--- src/rtl/fetch_ctrl.sv ---
// Fetch-stage PC sequencing: arbitrates trap/branch redirects against stalls and
// parks a redirect in HOLD until the icache can take the new address.
module fetch_ctrl #(
  parameter int ADDR_W       = 64,
  parameter int FLUSH_CYCLES = 1,
  parameter int CNT_W        = 32
) (
  input  logic              clk,
  input  logic              rst,
  input  logic              trap_valid_i,
  input  logic [ADDR_W-1:0] trap_pc_i,
  input  logic              br_valid_i,
  input  logic [ADDR_W-1:0] br_pc_i,
  input  logic              hazard_stall_i,
  input  logic              icache_ready_i,
  input  logic              icache_resp_valid_i,
  output logic [1:0]        ctrl_signal_o,
  output logic [ADDR_W-1:0] pc_new_o,
  output logic              flush_o,
  output logic              redirect_pending_o,
  output logic [CNT_W-1:0]  stall_cnt_o
);

  // state   | meaning
  // ST_RUN  | normal fetch; redirects issue at once when the icache is ready
  // ST_HOLD | redirect latched, stalled until icache_ready_i

  localparam logic [1:0] CTRL_STATE_Default = 2'd0;
  localparam logic [1:0] CTRL_STATE_Branch  = 2'd1;
  localparam logic [1:0] CTRL_STATE_Stalled = 2'd2;
  localparam logic [3:0] FLUSH_INIT         = 4'(FLUSH_CYCLES);

  typedef enum logic {ST_RUN, ST_HOLD} state_t;

  state_t            state_q, state_d;
  logic [ADDR_W-1:0] tgt_q, tgt_d;
  logic [3:0]        flush_cnt_q, flush_cnt_d;
  logic [CNT_W-1:0]  stall_cnt_q, stall_cnt_d;

  always_ff @(posedge clk or negedge rst) begin
    if (!rst) state_q <= ST_RUN;
    else      state_q <= state_d;
  end

  always_comb begin
    state_d = state_q;
    tgt_d   = tgt_q;
    case (state_q)
      ST_RUN: begin
        if (trap_valid_i && !icache_ready_i) begin
          state_d = ST_HOLD;
          tgt_d   = trap_pc_i;
        end else if (br_valid_i && !icache_ready_i) begin
          state_d = ST_HOLD;
          tgt_d   = br_pc_i;
        end
      end
      ST_HOLD: begin
        if (icache_ready_i)    state_d = ST_RUN;
        else if (trap_valid_i) tgt_d   = trap_pc_i;
      end
      default: state_d = ST_RUN;
    endcase
  end

  always_comb begin
    ctrl_signal_o = CTRL_STATE_Default;
    pc_new_o      = '0;
    case (state_q)
      ST_RUN: begin
        if (trap_valid_i) begin
          if (icache_ready_i) begin
            ctrl_signal_o = CTRL_STATE_Branch;
            pc_new_o      = trap_pc_i;
          end else begin
            ctrl_signal_o = CTRL_STATE_Stalled;
          end
        end else if (br_valid_i) begin
          if (icache_ready_i) begin
            ctrl_signal_o = CTRL_STATE_Branch;
            pc_new_o      = br_pc_i;
          end else begin
            ctrl_signal_o = CTRL_STATE_Stalled;
          end
        end else if (hazard_stall_i || !icache_resp_valid_i) begin
          ctrl_signal_o = CTRL_STATE_Stalled;
        end
      end
      ST_HOLD: begin
        if (icache_ready_i) begin
          ctrl_signal_o = CTRL_STATE_Branch;
          pc_new_o      = trap_valid_i ? trap_pc_i : tgt_q;
        end else begin
          ctrl_signal_o = CTRL_STATE_Stalled;
        end
      end
      default: ctrl_signal_o = CTRL_STATE_Stalled;
    endcase
    if (!rst) begin
      ctrl_signal_o = CTRL_STATE_Stalled;
      pc_new_o      = '0;
    end
  end

  // Any redirect seen in RUN is either issued or latched; HOLD keeps the flush armed.
  always_comb begin
    if (state_q == ST_HOLD || trap_valid_i || br_valid_i) flush_cnt_d = FLUSH_INIT;
    else if (flush_cnt_q != 4'd0)                         flush_cnt_d = flush_cnt_q - 4'd1;
    else                                                  flush_cnt_d = flush_cnt_q;

    stall_cnt_d = stall_cnt_q;
    if (ctrl_signal_o == CTRL_STATE_Stalled && stall_cnt_q != '1)
      stall_cnt_d = stall_cnt_q + CNT_W'(1);
  end

  always_ff @(posedge clk or negedge rst) begin
    if (!rst) begin
      tgt_q       <= '0;
      flush_cnt_q <= 4'd0;
      stall_cnt_q <= '0;
    end else begin
      tgt_q       <= tgt_d;
      flush_cnt_q <= flush_cnt_d;
      stall_cnt_q <= stall_cnt_d;
    end
  end

  assign flush_o            = (flush_cnt_q != 4'd0);
  assign redirect_pending_o = (state_q == ST_HOLD);
  assign stall_cnt_o        = stall_cnt_q;

endmodule

--- config.mk ---
export PLATFORM = sky130hd
export DESIGN_NAME = fetch_ctrl
export DESIGN_NICKNAME = d
export VERILOG_FILES = /design/src/rtl/fetch_ctrl.sv
export SDC_FILE = /design/constraint.sdc
export NUM_CORES = 1
export LEC_CHECK = 0
export ABC_AREA = 1
export CORE_AREA = 4 4 151 153
export DETAILED_ROUTE_END_ITERATION = 8
export DIE_AREA = 0 0 155 157
export GPL_TIMING_DRIVEN = 0
export PLACE_DENSITY = 0.68
export SYNTH_ARGS = -nofsm -noshare
export SYNTH_HDL_FRONTEND = slang
export SYNTH_SLANG_ARGS = --single-unit
--- constraint.sdc ---
create_clock -name clk -period 3.9 [get_ports clk]
set_clock_uncertainty 0.05 [all_clocks]
set_input_delay 0.585 -clock clk [delete_from_list [all_inputs] [get_ports clk]]
set_output_delay 0.585 -clock clk [all_outputs]
set_load 0.005 [all_outputs]
# Word-level counts from Yosys, hierarchy flattened
# Index checks and enable logic that the tools add are counted.
# word_totals
ff_bits,101
in_bits,135
out_inout_bits,100
word_cells,46
# op_classes
addsub,2
n_eq_ne,4
n_mux,24
n_bitwise,1
reduce_logical,11
# ops
operator,n
$mux W64,10
$pmux W64 S2,2
$add A32 B1 Y32 const B,1
$ne A32 B32 Y1 const B,1
$mux W2,5
$mux W4,2
$pmux W2 S2,1
$reduce_bool A4 Y1,1
$sub A4 B1 Y4 const B,1
$logic_and A1 B1 Y1,3
$logic_or A1 B1 Y1,3
$mux W1,3
$ne A3 B3 Y1 const B,1
$eq A2 B2 Y1 const B,1
$logic_not A1 Y1,2
$ne A2 B2 Y1 const B,1
$pmux W1 S2,1
$reduce_and A2 Y1,1
$reduce_bool A2 Y1,1
$not A1 Y1,1

# Longest topological paths before layout
# logic_depth
depth_word,9
mapped_depth,11
depth_no_buf,10

# Worst setup path before layout
# OpenSTA, ideal clock, no wires.
# synth_timing
kind,input to output
from,in trap_valid_i
to,out pc_new_o[51]
arrival_time_ps,1458
required_time_ps,3265
setup_slack_ps,1807
stages,8
path_buffers,3
cell_sequence,inv_2 buf_2 buf_6 buf_2 nand2_1 o21ai_0 nand2_1 a21oi_1
# synth_between
elab_chain_len,4
word_cells_on_any_way,5
classes_between,mux (5)
# synth_rtl
element,line,source
start: declaration,10,"input logic trap_valid_i,"
$mux W64,92,pc_new_o = trap_valid_i ? trap_pc_i : tgt_q;
$mux W64,90,if (icache_ready_i) begin
$pmux W64 S2 *,69,case (state_q)
$mux W64 *,99,if (!rst) begin
end: declaration,18,"output logic [ADDR_W-1:0] pc_new_o,"
# Mark *: on every way between the ends. The rest lies on a longest branch, timed or not.

# Worst setup path in the final report
# layout_timing
from,in trap_valid_i
to,out pc_new_o[58]
# Same word-level chain as after synthesis.

==> metrics.cfg <==
[setup_path]
max_stage_delay_ns=0.57
cp_top_family=buffers and inverters
cp_cell_sequence=clkdlybuf4s50_1 -> inv_2 -> buf_2 -> buf_6 -> buf_2 -> nand2_1 -> o21ai_0 -> nand2_1 -> a21oi_1 -> clkdlybuf4s50_1
cp-start-kind=input pin
cp_max_fo=10
r2r_end=stall_cnt_o[27]$_DFFE_PN0P_
arrival_ns=3.05
cp.buffers_inverters=6
r2r_start=stall_cnt_o[0]$_DFFE_PN0P_
reg2reg_slack_ns=1.96
worstSetupEndpointType=output pin
crit_slowest_cell=clkdlybuf4s50_1
critical_path_class=in -> out
required_ns=3.26
ff2ff_path_depth=11

[placement]
gp_congestion=0.9165
dp_hpwl_mm=22.60
dp_slack_ns=0.1081
port_buffers=234

[grt]
grt_pass1_wl_mm=48.01
grt_remaining_overflow=0
grt_pass1_vias=9156
grtUsageMet1_pct=31.45
grt_max_degree=64
use_met2_pct=40.03
gr-max-usage-layer=met2
antenna_found_initial=1
grtUsageMet3_pct=5.582
grtUsageTotal_pct=24.31

[status]
status=finished clean

[cells_and_area]
fillCellCount=2161
area_delta_synth_final_pct=37.63
drive_above_1_share_pct=5.243
utilization_pct=51.45
regArea_mm2=0.002527
fin_nets=1697
multiInputGateArea_mm2=0.004493

[yosys]
yosys_warnings=0
synth_top_flop_cell=dfrtp_1
ys_seq_elements=101
synth-async-reset-ratio_pct=100.0
synth-compound-area-share_pct=26.22
synth_xor_area_share_pct=1.631
synth_nets=1451
synth_edf_count=0
yosys.area_share.simple_pct=27.43
syn-mean-instance-area_um2=6.136
synthMuxAreaShare_pct=0
synth_top_family_by_area=simple AND/OR/NAND/NOR gates
synthAdderAreaFrac_pct=0.4659
synthCells=1313
syn_area_mm2=0.008056
synth-seq-area-share_pct=31.37
ys_types=29

[pwr]
power_mw=3.261
total_leakage_power_nw=4.874
power.switching_mw=1.102
pwr-share-comb_pct=31.4
p_int_mw=2.158
swShare_pct=33.80
p_clk_share_pct=29.4
power_density_mw_per_mm2=294.1
peakVddDrop_v=0.0001651
seq_power_share_pct=39.3

[drt]
drtIter0Drc=799
vias=9711
viasPerCell=5.263
final_antenna_net_count=0
wl_per_cell_um=16.53
finalWirelength_mm=30.50
firstDrtPassIters=6
drc_errors=0

[clocking]
clk_pin_slew_ns=0.08
htreeDepth=3
cts.hold.buffers_added=0
cts_buffers=9
cts_sinks=101
worstSkewPairLatency_ns=0.36
ctsLongestPathBuffers=2
cts_setup_buffers=0
cts_root_buf=clkbuf_16
ctsResizeCount=0
cts_tree=yes

[timing]
final-max-slew-violation-count=0
finalWorstSetupSlack_ns=0.2148
slew_headroom_pct=56.72
rsz0062_at_grt=no
setup_viol=0
layout_min_cycle_time_ns=3.685
min_period_over_period_pct=94.49
fmax_mhz=271.4
finalHoldViolCount=0
worst_pin_slew_ns=0.6492

[die]
chipHeight_um=157
num_rows=54
core_mm2=0.02155
ios=235
start_util_pct=37.38
fp.dieW_um=155
dieArea_mm2=0.02434

[min_path]
hold_path_class=in -> async

[job]
drv_cap=0

[through the flow]
stage / setup TNS, ns / area (µm²) / std cells / hold slack (ns)
floorplan: 0 / 8056 / 1313 / 0.2394
global placement: -517.22 / 10750 / 1827 / 0.4571
detailed placement: 0 / 10770 / 1828 / 0.4701
CTS: 0 / 11080 / 1844 / 0.1707
global route: 0 / 11090 / 1844 / 0.09747
finish: 0 / 11090 / 1845 / 0.08104
[final cells by class]
class	count	area share [%]
diodes	1	0.02257
plain buffers	89	3.837
clock buffers	9	2.031
clock inverters	7	0.7222
inverters	162	5.529
multi-input cells	961	40.52
flip-flops and latches	101	22.79
well taps	280	3.160
repair buffers	235	21.38
[kinds of logic after synthesis]
logic type	count (synthesis)
compound gates	390
xor+xnor	15
fa+ha+maj	3
buf+inv	251
flops	101
simple gates	553
[layout by cell type (no fill, tap or decap), types with 17 or more instances in the layout]
cell and instances:
nand2_1 384, clkdlybuf4s50_1 233, inv_1 159, o21ai_0 131, a21oi_1 129, nor2_1 123
dfrtp_1 101, a31oi_1 64, o22ai_1 64, clkbuf_1 43, buf_2 31, nand3_1 17
[cells in the mapped netlist, types with 6 or more instances]
library cell | n | share of area (%)
buf_1 | 8 | 0.37
buf_2 | 31 | 1.9
inv_1 | 159 | 7.4
nand3_1 | 17 | 1.1
dfrtp_1 | 101 | 31
nand2_1 | 385 | 18
buf_6 | 7 | 0.98
clkbuf_1 | 43 | 2.0
xnor2_1 | 9 | 0.98
a31oi_1 | 64 | 5.0
nand2_2 | 12 | 0.93
o21ai_0 | 131 | 8.1
a21oi_1 | 129 | 8.0
nor2_1 | 123 | 5.7
xor2_1 | 6 | 0.65
o22ai_1 | 64 | 5.0
[sequential cells by signal (all words and copies together) (netlist names)]
name                count
tgt_q                  64
stall_cnt_o            32
flush_cnt_q             4
redirect_pending_o      1
[routing by layer]
metal  wire, µm  part of all wire (%)
met1      12700                    42
met2      14520                    48
met5         12                 0.039
met4        830                   2.7
met3       2441                   8.0
[worst max-delay path by stage]
stage	startpoint	endpoint	slack (ns)	cells after the start
floorplan	trap_valid_i	pc_new_o[51]	1.81	8
global placement	rst	pc_new_o[23]	-3.61	6
detailed placement	rst	pc_new_o[23]	0.11	7
CTS	rst	pc_new_o[23]	0.1	7
global route	trap_valid_i	pc_new_o[62]	0.06	9
finish	trap_valid_i	pc_new_o[58]	0.21	10
[power by group through the flow]
stage                     sequential, mW  combinational, mW  clock [mW]
after floorplan                     1.28              0.565           0
after global placement              1.29               1.00           0
after detailed placement            1.30               1.02           0
after CTS                           1.28               1.02       0.985
after global routing                1.30               1.13        1.03
final                               1.28               1.02       0.958
[worst reg2reg max path: cells and delay by family, from the launching register on]
family	cells	cell delay, ns
flip-flops	1	0.46
buffers and inverters	3	0.28
adder cells (fa/ha/maj)	1	0.31
AND/OR/NAND/NOR	7	0.72
(Power assumes the default switching activity.)
